### src/rtl/execute_iter.sv
// execute_iter: execute stage for the pipelined core.
// Resolves EX/MEM and MEM/WB forwarding when an operation is accepted.
// ALU, set and branch operations finish in one cycle. The result goes to
// the memory stage through a registered valid/ready output.
// Optional feature macro: EXECUTE_ITER_MUL_EN adds an iterative shift-add
// multiplier. While it runs, the front end is stalled through in_ready.
// Without the macro, MUL completes in one cycle with result 0 and err set.
//
// state  | meaning
// S_IDLE | accepting operations; single-cycle ops load the output register
// S_BUSY | multiply in progress, one shift-add step per cycle
module execute_iter #(
  parameter int WIDTH = 16
) (
  input  logic             clk,
  input  logic             rst,
  input  logic             in_valid,
  output logic             in_ready,
  input  logic [2:0]       op,
  input  logic             branch,
  input  logic [1:0]       cond,
  input  logic             use_imm,
  input  logic [WIDTH-1:0] rs_data,
  input  logic [WIDTH-1:0] rt_data,
  input  logic [WIDTH-1:0] imm,
  input  logic [WIDTH-1:0] pc_inc,
  input  logic             fwd_exmem_a,
  input  logic             fwd_exmem_b,
  input  logic             fwd_memwb_a,
  input  logic             fwd_memwb_b,
  input  logic [WIDTH-1:0] exmem_data,
  input  logic [WIDTH-1:0] memwb_data,
  input  logic             flush,
  output logic             out_valid,
  input  logic             out_ready,
  output logic [WIDTH-1:0] result,
  output logic [WIDTH-1:0] st_value,
  output logic             take_branch,
  output logic [WIDTH-1:0] next_pc,
  output logic             err
);

  localparam logic [2:0] OP_ADD = 3'b000;
  localparam logic [2:0] OP_SUB = 3'b001;
  localparam logic [2:0] OP_AND = 3'b010;
  localparam logic [2:0] OP_XOR = 3'b011;
  localparam logic [2:0] OP_SEQ = 3'b100;
  localparam logic [2:0] OP_SLT = 3'b101;
  localparam logic [2:0] OP_SCO = 3'b110;
  localparam logic [2:0] OP_MUL = 3'b111;

  typedef enum logic {S_IDLE, S_BUSY} state_e;

  state_e           state_q;
  logic             out_valid_q;
  logic [WIDTH-1:0] result_q;
  logic [WIDTH-1:0] st_value_q;
  logic [WIDTH-1:0] next_pc_q;
  logic             take_branch_q;
  logic             err_q;

  logic [WIDTH-1:0] opa_d;
  logic [WIDTH-1:0] rt_fwd_d;
  logic [WIDTH-1:0] opb_d;
  logic [WIDTH:0]   sum_d;
  logic [WIDTH-1:0] res_d;
  logic [WIDTH-1:0] npc_d;
  logic             taken_d;
  logic             err_d;
  logic             mul_start;
  logic             accept;

`ifdef EXECUTE_ITER_MUL_EN
  localparam int CW = $clog2(WIDTH);
  localparam logic [CW-1:0] CNT_LAST = CW'(WIDTH - 1);

  logic [CW-1:0]    cnt_q;
  logic [WIDTH-1:0] mcand_q;
  logic [WIDTH-1:0] mplier_q;
  logic [WIDTH-1:0] prod_q;
  logic [WIDTH-1:0] pend_st_q;
  logic [WIDTH-1:0] pend_pc_q;
  logic [WIDTH-1:0] prod_step_d;

  // Partial product after this cycle's shift-add step; only low WIDTH bits matter.
  always_comb begin
    prod_step_d = prod_q + (mplier_q[0] ? mcand_q : '0);
  end
`endif

  assign in_ready = ~rst & ~flush & (state_q == S_IDLE) & (~out_valid_q | out_ready);
  assign accept   = in_valid & in_ready;

  // Operand forwarding: EX/MEM has priority over MEM/WB.
  always_comb begin
    opa_d = rs_data;
    if (fwd_exmem_a)      opa_d = exmem_data;
    else if (fwd_memwb_a) opa_d = memwb_data;
    rt_fwd_d = rt_data;
    if (fwd_exmem_b)      rt_fwd_d = exmem_data;
    else if (fwd_memwb_b) rt_fwd_d = memwb_data;
    opb_d = use_imm ? imm : rt_fwd_d;
  end

  // Single-cycle result, branch resolution and illegal-op detection.
  always_comb begin
    sum_d     = {1'b0, opa_d} + {1'b0, opb_d};
    res_d     = '0;
    taken_d   = 1'b0;
    err_d     = 1'b0;
    mul_start = 1'b0;
    if (branch) begin
      case (cond)
        2'b00:   taken_d = (opa_d == '0);
        2'b01:   taken_d = (opa_d != '0);
        2'b10:   taken_d = opa_d[WIDTH-1];
        default: taken_d = ~opa_d[WIDTH-1];
      endcase
    end else begin
      case (op)
        OP_ADD:  res_d = sum_d[WIDTH-1:0];
        OP_SUB:  res_d = opa_d - opb_d;
        OP_AND:  res_d = opa_d & opb_d;
        OP_XOR:  res_d = opa_d ^ opb_d;
        OP_SEQ:  res_d = {{(WIDTH-1){1'b0}}, (opa_d == opb_d)};
        OP_SLT:  res_d = {{(WIDTH-1){1'b0}}, ($signed(opa_d) < $signed(opb_d))};
        OP_SCO:  res_d = {{(WIDTH-1){1'b0}}, sum_d[WIDTH]};
        default: begin
`ifdef EXECUTE_ITER_MUL_EN
          mul_start = 1'b1;
`else
          err_d = 1'b1;
`endif
        end
      endcase
    end
    npc_d = taken_d ? (pc_inc + imm) : pc_inc;
  end

  // Control FSM and output register; flush aborts, reset also clears outputs.
  always_ff @(posedge clk) begin
    if (rst) begin
      state_q       <= S_IDLE;
      out_valid_q   <= 1'b0;
      result_q      <= '0;
      st_value_q    <= '0;
      next_pc_q     <= '0;
      take_branch_q <= 1'b0;
      err_q         <= 1'b0;
`ifdef EXECUTE_ITER_MUL_EN
      cnt_q         <= '0;
      mcand_q       <= '0;
      mplier_q      <= '0;
      prod_q        <= '0;
      pend_st_q     <= '0;
      pend_pc_q     <= '0;
`endif
    end else if (flush) begin
      state_q       <= S_IDLE;
      out_valid_q   <= 1'b0;
      take_branch_q <= 1'b0;
      err_q         <= 1'b0;
    end else begin
      if (out_valid_q && out_ready) out_valid_q <= 1'b0;
      case (state_q)
        S_IDLE: begin
          if (accept && mul_start) begin
`ifdef EXECUTE_ITER_MUL_EN
            state_q   <= S_BUSY;
            cnt_q     <= '0;
            mcand_q   <= opa_d;
            mplier_q  <= opb_d;
            prod_q    <= '0;
            pend_st_q <= rt_fwd_d;
            pend_pc_q <= pc_inc;
`endif
          end else if (accept) begin
            out_valid_q   <= 1'b1;
            result_q      <= res_d;
            st_value_q    <= rt_fwd_d;
            next_pc_q     <= npc_d;
            take_branch_q <= taken_d;
            err_q         <= err_d;
          end
        end
        default: begin
`ifdef EXECUTE_ITER_MUL_EN
          prod_q   <= prod_step_d;
          mcand_q  <= mcand_q << 1;
          mplier_q <= mplier_q >> 1;
          cnt_q    <= cnt_q + 1'b1;
          if (cnt_q == CNT_LAST) begin
            state_q       <= S_IDLE;
            out_valid_q   <= 1'b1;
            result_q      <= prod_step_d;
            st_value_q    <= pend_st_q;
            next_pc_q     <= pend_pc_q;
            take_branch_q <= 1'b0;
            err_q         <= 1'b0;
          end
`else
          state_q <= S_IDLE;
`endif
        end
      endcase
    end
  end

  assign out_valid   = out_valid_q;
  assign result      = result_q;
  assign st_value    = st_value_q;
  assign next_pc     = next_pc_q;
  assign take_branch = take_branch_q;
  assign err         = err_q;

endmodule

### config.mk
export PLATFORM = sky130hd
export DESIGN_NAME = execute_iter
export DESIGN_NICKNAME = d
export VERILOG_FILES = /design/src/rtl/execute_iter.sv
export SDC_FILE = /design/constraint.sdc
export NUM_CORES = 1
export LEC_CHECK = 0
export CAP_MARGIN = 20
export CORE_MARGIN = 4
export CORE_UTILIZATION = 53
export CTS_CLUSTER_SIZE = 30
export DETAILED_ROUTE_END_ITERATION = 6
export GPL_TIMING_DRIVEN = 0
export HOLD_SLACK_MARGIN = 0.12
export PLACE_DENSITY = 0.95
export SYNTH_ARGS = -nofsm -noshare
export SYNTH_HDL_FRONTEND = slang
export SYNTH_SLANG_ARGS = --single-unit
### constraint.sdc
create_clock -name clk -period 10.66 [get_ports clk]
set_clock_uncertainty 0.2 [all_clocks]
set_input_delay 2.132 -clock clk [delete_from_list [all_inputs] [get_ports clk]]
set_output_delay 2.132 -clock clk [all_outputs]
set_load 0.01 [all_outputs]
Word-level counts from Yosys, hierarchy flattened
Index checks and enable logic that the tools add are counted.
Operators by class
  add/sub/neg operators: 3
  order comparisons: 1
  equality and inequality tests: 9
  muxes and demuxes: 14
  bitwise logic cells: 10
  reductions and logical operators: 9
Operator list (count)
  16-bit 2-to-1 mux: 7
  16-bit one-hot mux with 7 select lines: 1
  16-bit by 16-bit adder with 17-bit output: 1
  16-bit adder: 1
  16-bit AND: 1
  16-bit equality test: 1
  16-bit logical NOT: 1
  16-bit less-than comparator: 1
  16-bit nonzero test: 1
  16-bit subtractor: 1
  16-bit bitwise XOR: 1
  3-bit equality test, second input constant: 3
  7-bit OR reduction: 1
  3-bit by 2-bit equality test with 1-bit output, second input constant: 2
  1-bit 2-to-1 mux: 5
  1-bit inverter: 4
  1-bit AND: 3
  3-bit by 1-bit equality test with 1-bit output, second input constant: 1
  3-bit logical NOT: 1
  1-bit one-hot mux with 3 select lines: 1
  2-bit by 1-bit equality test with 1-bit output, second input constant: 1
  2-bit equality test, second input constant: 1
  2-bit logical NOT: 1
  2-bit AND reduction: 1
  4 further kinds: 4
Word-level totals
  register bits after elaboration: 51
  bits of input ports: 112
  output and inout bits: 52
  word-level logic and storage cells: 52

Longest topological paths before layout
  word-level depth: 6
  gate-level depth with buffers: 18
  gate-level depth less buffers: 16

Worst setup path before layout
No wires, ideal clock.
  path kind: input -> register
  start point: input fwd_memwb_b
  end point: register result_q[15], in the netlist result[15]
  setup time: 0.091 ns
  data arrival time: 5.681 ns
  path slack: 4.688 ns
  stages: 17
  buffers on the path: 3
  path through: clkbuf_1 -> clkbuf_1 -> mux2i_1 -> nor2_1 -> a21oi_1 -> o21a_1 -> ha_1 -> clkbuf_1 -> nand2b_1 -> a21oi_1 -> nor2_1 -> a221oi_1 -> o21ai_0 -> o41ai_1 -> xnor2_1 -> nand2_1 -> a311oi_1
Between the ends
  longest elaborated chain between the ends: 6
  elaborated cells between the ends (all ways): 9
RTL lines
  from (decl): line 30  | input logic fwd_memwb_b,
  16-bit 2-to-1 mux *: line 101  | else if (fwd_memwb_b) rt_fwd_d = memwb_data;
  16-bit 2-to-1 mux *: line 100  | if (fwd_exmem_b) rt_fwd_d = exmem_data;
  16-bit 2-to-1 mux *: line 102  | opb_d = use_imm ? imm : rt_fwd_d;
  16-bit subtractor (tied with other cells): line 122  | OP_SUB: res_d = opa_d - opb_d;
  16-bit one-hot mux with 7 select lines *: line 120  | case (op)
  16-bit 2-to-1 mux *: line 112  | if (branch) begin
  to (signal assigned): line 179  | result_q <= res_d;
  to (decl): line 56  | logic [WIDTH-1:0] result_q;
Mark *: on every way between the ends. The rest lies on a longest branch, timed or not.
A chain may end at the register's enable or synchronous reset.

Worst setup path in the final report
Ends and elaborated chain as after synthesis.

==> impl_metrics.toml <==
[timing]
timing.final.max_slew_violations = 0
rsz0062_at_grt = "false"
hold_viol_final = 0
min_period_over_period = 0.626
finalCriticalPeriod_ns = 6.67
finalSetupViolations = 0
maxSlewHeadroom = 0.358
fmax_mhz = 150
tightest_slew_ns = 0.956
fin_setup_tns_ns = 0

[layout]
fillers = 776
mostFrequentLayoutCell = "clkdlybuf4s50_1"
final_nets = 1100
synthToLayoutAreaGrowth_pct = 33.6
final_cell_mix = "clkdlybuf4s50_1, nor2_1, a21oi_1, nand2_1, o21ai_0"
layout-drive-gt1-share = 0.0267
insertedDiodeCount = 0

[global_routing]
antenna_found_initial = 0
grt_pass1_vias = 6279
grt_first_pass_wirelength_um = 31200
grt.overflow.total = 0
grtUsageTotal = 0.327
grt_max_degree = 19

[yosys]
yosysSeqAreaShare = 0.186
synthArstFlopShare = 0
syn_area_per_cell_um2 = 7.13
synth_top_area_cell = "dfxtp_1"
synth.distinct_cells = 59
synth_flop_cell = "dfxtp_1"
syn_nets = 934
synth_top_area_frac = 0.186
synth_area_leaders = "dfxtp_1, ha_1, mux2i_1, a21oi_1, nor2_1"
synth_cells = 771
syn_area_um2 = 5500
ys_ff_latch = 51
synth-edff-count = 0
ys_warn_count = 0

[run_status]
status = "finished clean"

[clocking]
cts_hold_buf = 0
postCtsSetupBuffers = 0
clk_latency_ns = 0.31
clk_pin_slew_ns = 0.12
cts_made_buffers = 5
clockRootBuffer = "clkbuf_8"
post_cts_resized = 0
cts_sinks = 51
cts_tree = "yes"
clock_path_buffers = 2
h-tree-depth = 2

[setup_path]
slowest_stage = "clkbuf_1"
slowest_delay_ns = 0.64
path_max_fanout = 10
arrival_ns = 6.69
crit_path_frequent_cell = "clkbuf_1"
crit_path_cell_trace = "clkbuf_1 -> clkbuf_1 -> mux2i_1 -> nor2_1 -> a21oi_1 -> o21a_1 -> ha_1 -> clkbuf_1 -> nand2b_1 -> a21oi_1 -> nor2_1 -> a221oi_1 -> o21ai_0 -> o41ai_1 -> xnor2_1 -> nand2_1 -> a311oi_1"
cp-start-kind = "primary input"
endpoint_kind = "flip-flop"
cp_data_required_time_ns = 10.68
critPathTopFamily = "compound AO/OA/AOI/OAI gates"
worst-setup-path-type = "in2reg"
path_buf_inv = 3

[floorplan]
dieWidth_um = 110
rows = 36
dieHeight_um = 110
die-area_um2 = 12100
io_pins = 164
initial_utilization = 0.553
core_area_um2 = 9950

[drt]
avgRoutedWirePerCell_um = 19.2
drc = 0
ant_nets = 0
dr.first_iter.drc_count = 688
dr_total_vias = 6622
viasPerCell = 6.18
drt-total-wl_um = 20600
firstDrtPassIters = 5

[placement]
place_congestion = 0.997
hpwl_um = 16700
io_buffers = 158

[pwr]
p_per_area_nw_per_um2 = 92.7
p_leak_nw = 3.00
ir_drop_uv = 72.6
power_mw = 0.682

[worst_hold_path]
min_path_type = "reg2reg"

[run]
maxCapViolCount = 0
[cell usage after synthesis (4+ instances only)]
cell type / number
a31oi_1: 7
or4_1: 4
nor2b_1: 10
mux2i_1: 51
a221oi_1: 4
mux2_2: 5
a21oi_1: 93
o211ai_1: 6
xor2_1: 6
nor3_1: 20
nor4_1: 5
nand2_1: 69
xnor2_1: 15
o21bai_1: 5
clkbuf_1: 38
a211oi_1: 8
buf_2: 4
inv_1: 33
nand3_1: 13
a21o_1: 9
ha_1: 48
or3_1: 7
dfxtp_1: 51
o31ai_1: 4
o21a_1: 22
o21ai_0: 57
nand2b_1: 11
a22oi_1: 8
nor2_1: 106
[sequential cells by signal, indices dropped and copies added, names as in the netlist]
signal	cells
st_value	16
take_branch	1
next_pc	16
out_valid	1
err	1
result	16
[layer usage]
layer	vias up	global-route usage	routed length (µm)
li1	3094	-	-
met1	3068	0.414	8040
met2	415	0.548	9510
met3	45	0.0793	2550
met4	0	0.0997	499
met5	-	0	0
[cells by family (layout without fill, tap and decap cells)]
kind of cell               count (synthesis)  count (layout)  synth area share
and+or+nand+nor                          254             254             0.205
AOI/OAI and AO/OA                        252             252             0.280
buffers and inverters                     83             250            0.0616
muxes                                     59              59             0.113
adders and majority gates                 51              51             0.120
DFF                                       51              51             0.186
xor gates and xnor gates                  21              21            0.0334
[metrics by stage]
| stage | instance area [µm²] | hold WS (ns) | cells | worst slack, ns | util |
|---|---|---|---|---|---|
| 2_1_floorplan | 5500 | 0.276 | 771 | 4.69 | - |
| 5_1_grt | 7350 | 0.294 | 1071 | 3.75 | 0.738 |
| 4_1_cts | 7350 | 0.262 | 1070 | 4.08 | 0.738 |
| 3_5_place_dp | 7250 | 0.246 | 1062 | 3.78 | 0.728 |
| 3_3_place_gp | 7250 | 0.245 | 1062 | 3.87 | 0.728 |
| 6_report | 7350 | 0.259 | 1071 | 3.99 | 0.738 |
[report_power, final]
| group | internal [mW] | switching [mW] | total [mW] | leakage [nW] |
|---|---|---|---|---|
| logic | 0.156 | 0.197 | 0.353 | 2.53 |
| clock network | 0.0490 | 0.0790 | 0.128 | 0.0502 |
| registers | 0.197 | 0.00377 | 0.201 | 0.414 |
[final timing paths]
path,start,end,slack [ns],cells past startpoint
hold / removal,result[5],result[5],0.26,2
hold reg to reg,result[5],result[5],0.26,2
setup / recovery,fwd_memwb_b,result[15],3.99,17
setup reg to reg,out_valid,result[8],7.87,8
[final cells by class]
class | instances | area, µm² | share of cell area
flip-flops and latches | 51 | 1020 | 0.139
inverters | 35 | 131 | 0.0179
multi-input cells | 637 | 4140 | 0.563
repair buffers | 159 | 1590 | 0.216
well taps | 133 | 166 | 0.0226
clock buffers | 5 | 68.8 | 0.00936
clock inverters | 3 | 28.8 | 0.00391
plain buffers | 48 | 208 | 0.0283
[worst min-delay path: stages, from the launching register on]
cell and delay, ns:
dfxtp_1 0.33, nand2_1 0.05, a21oi_1 0.05
Note: power is estimated with default switching activity, not from simulation.
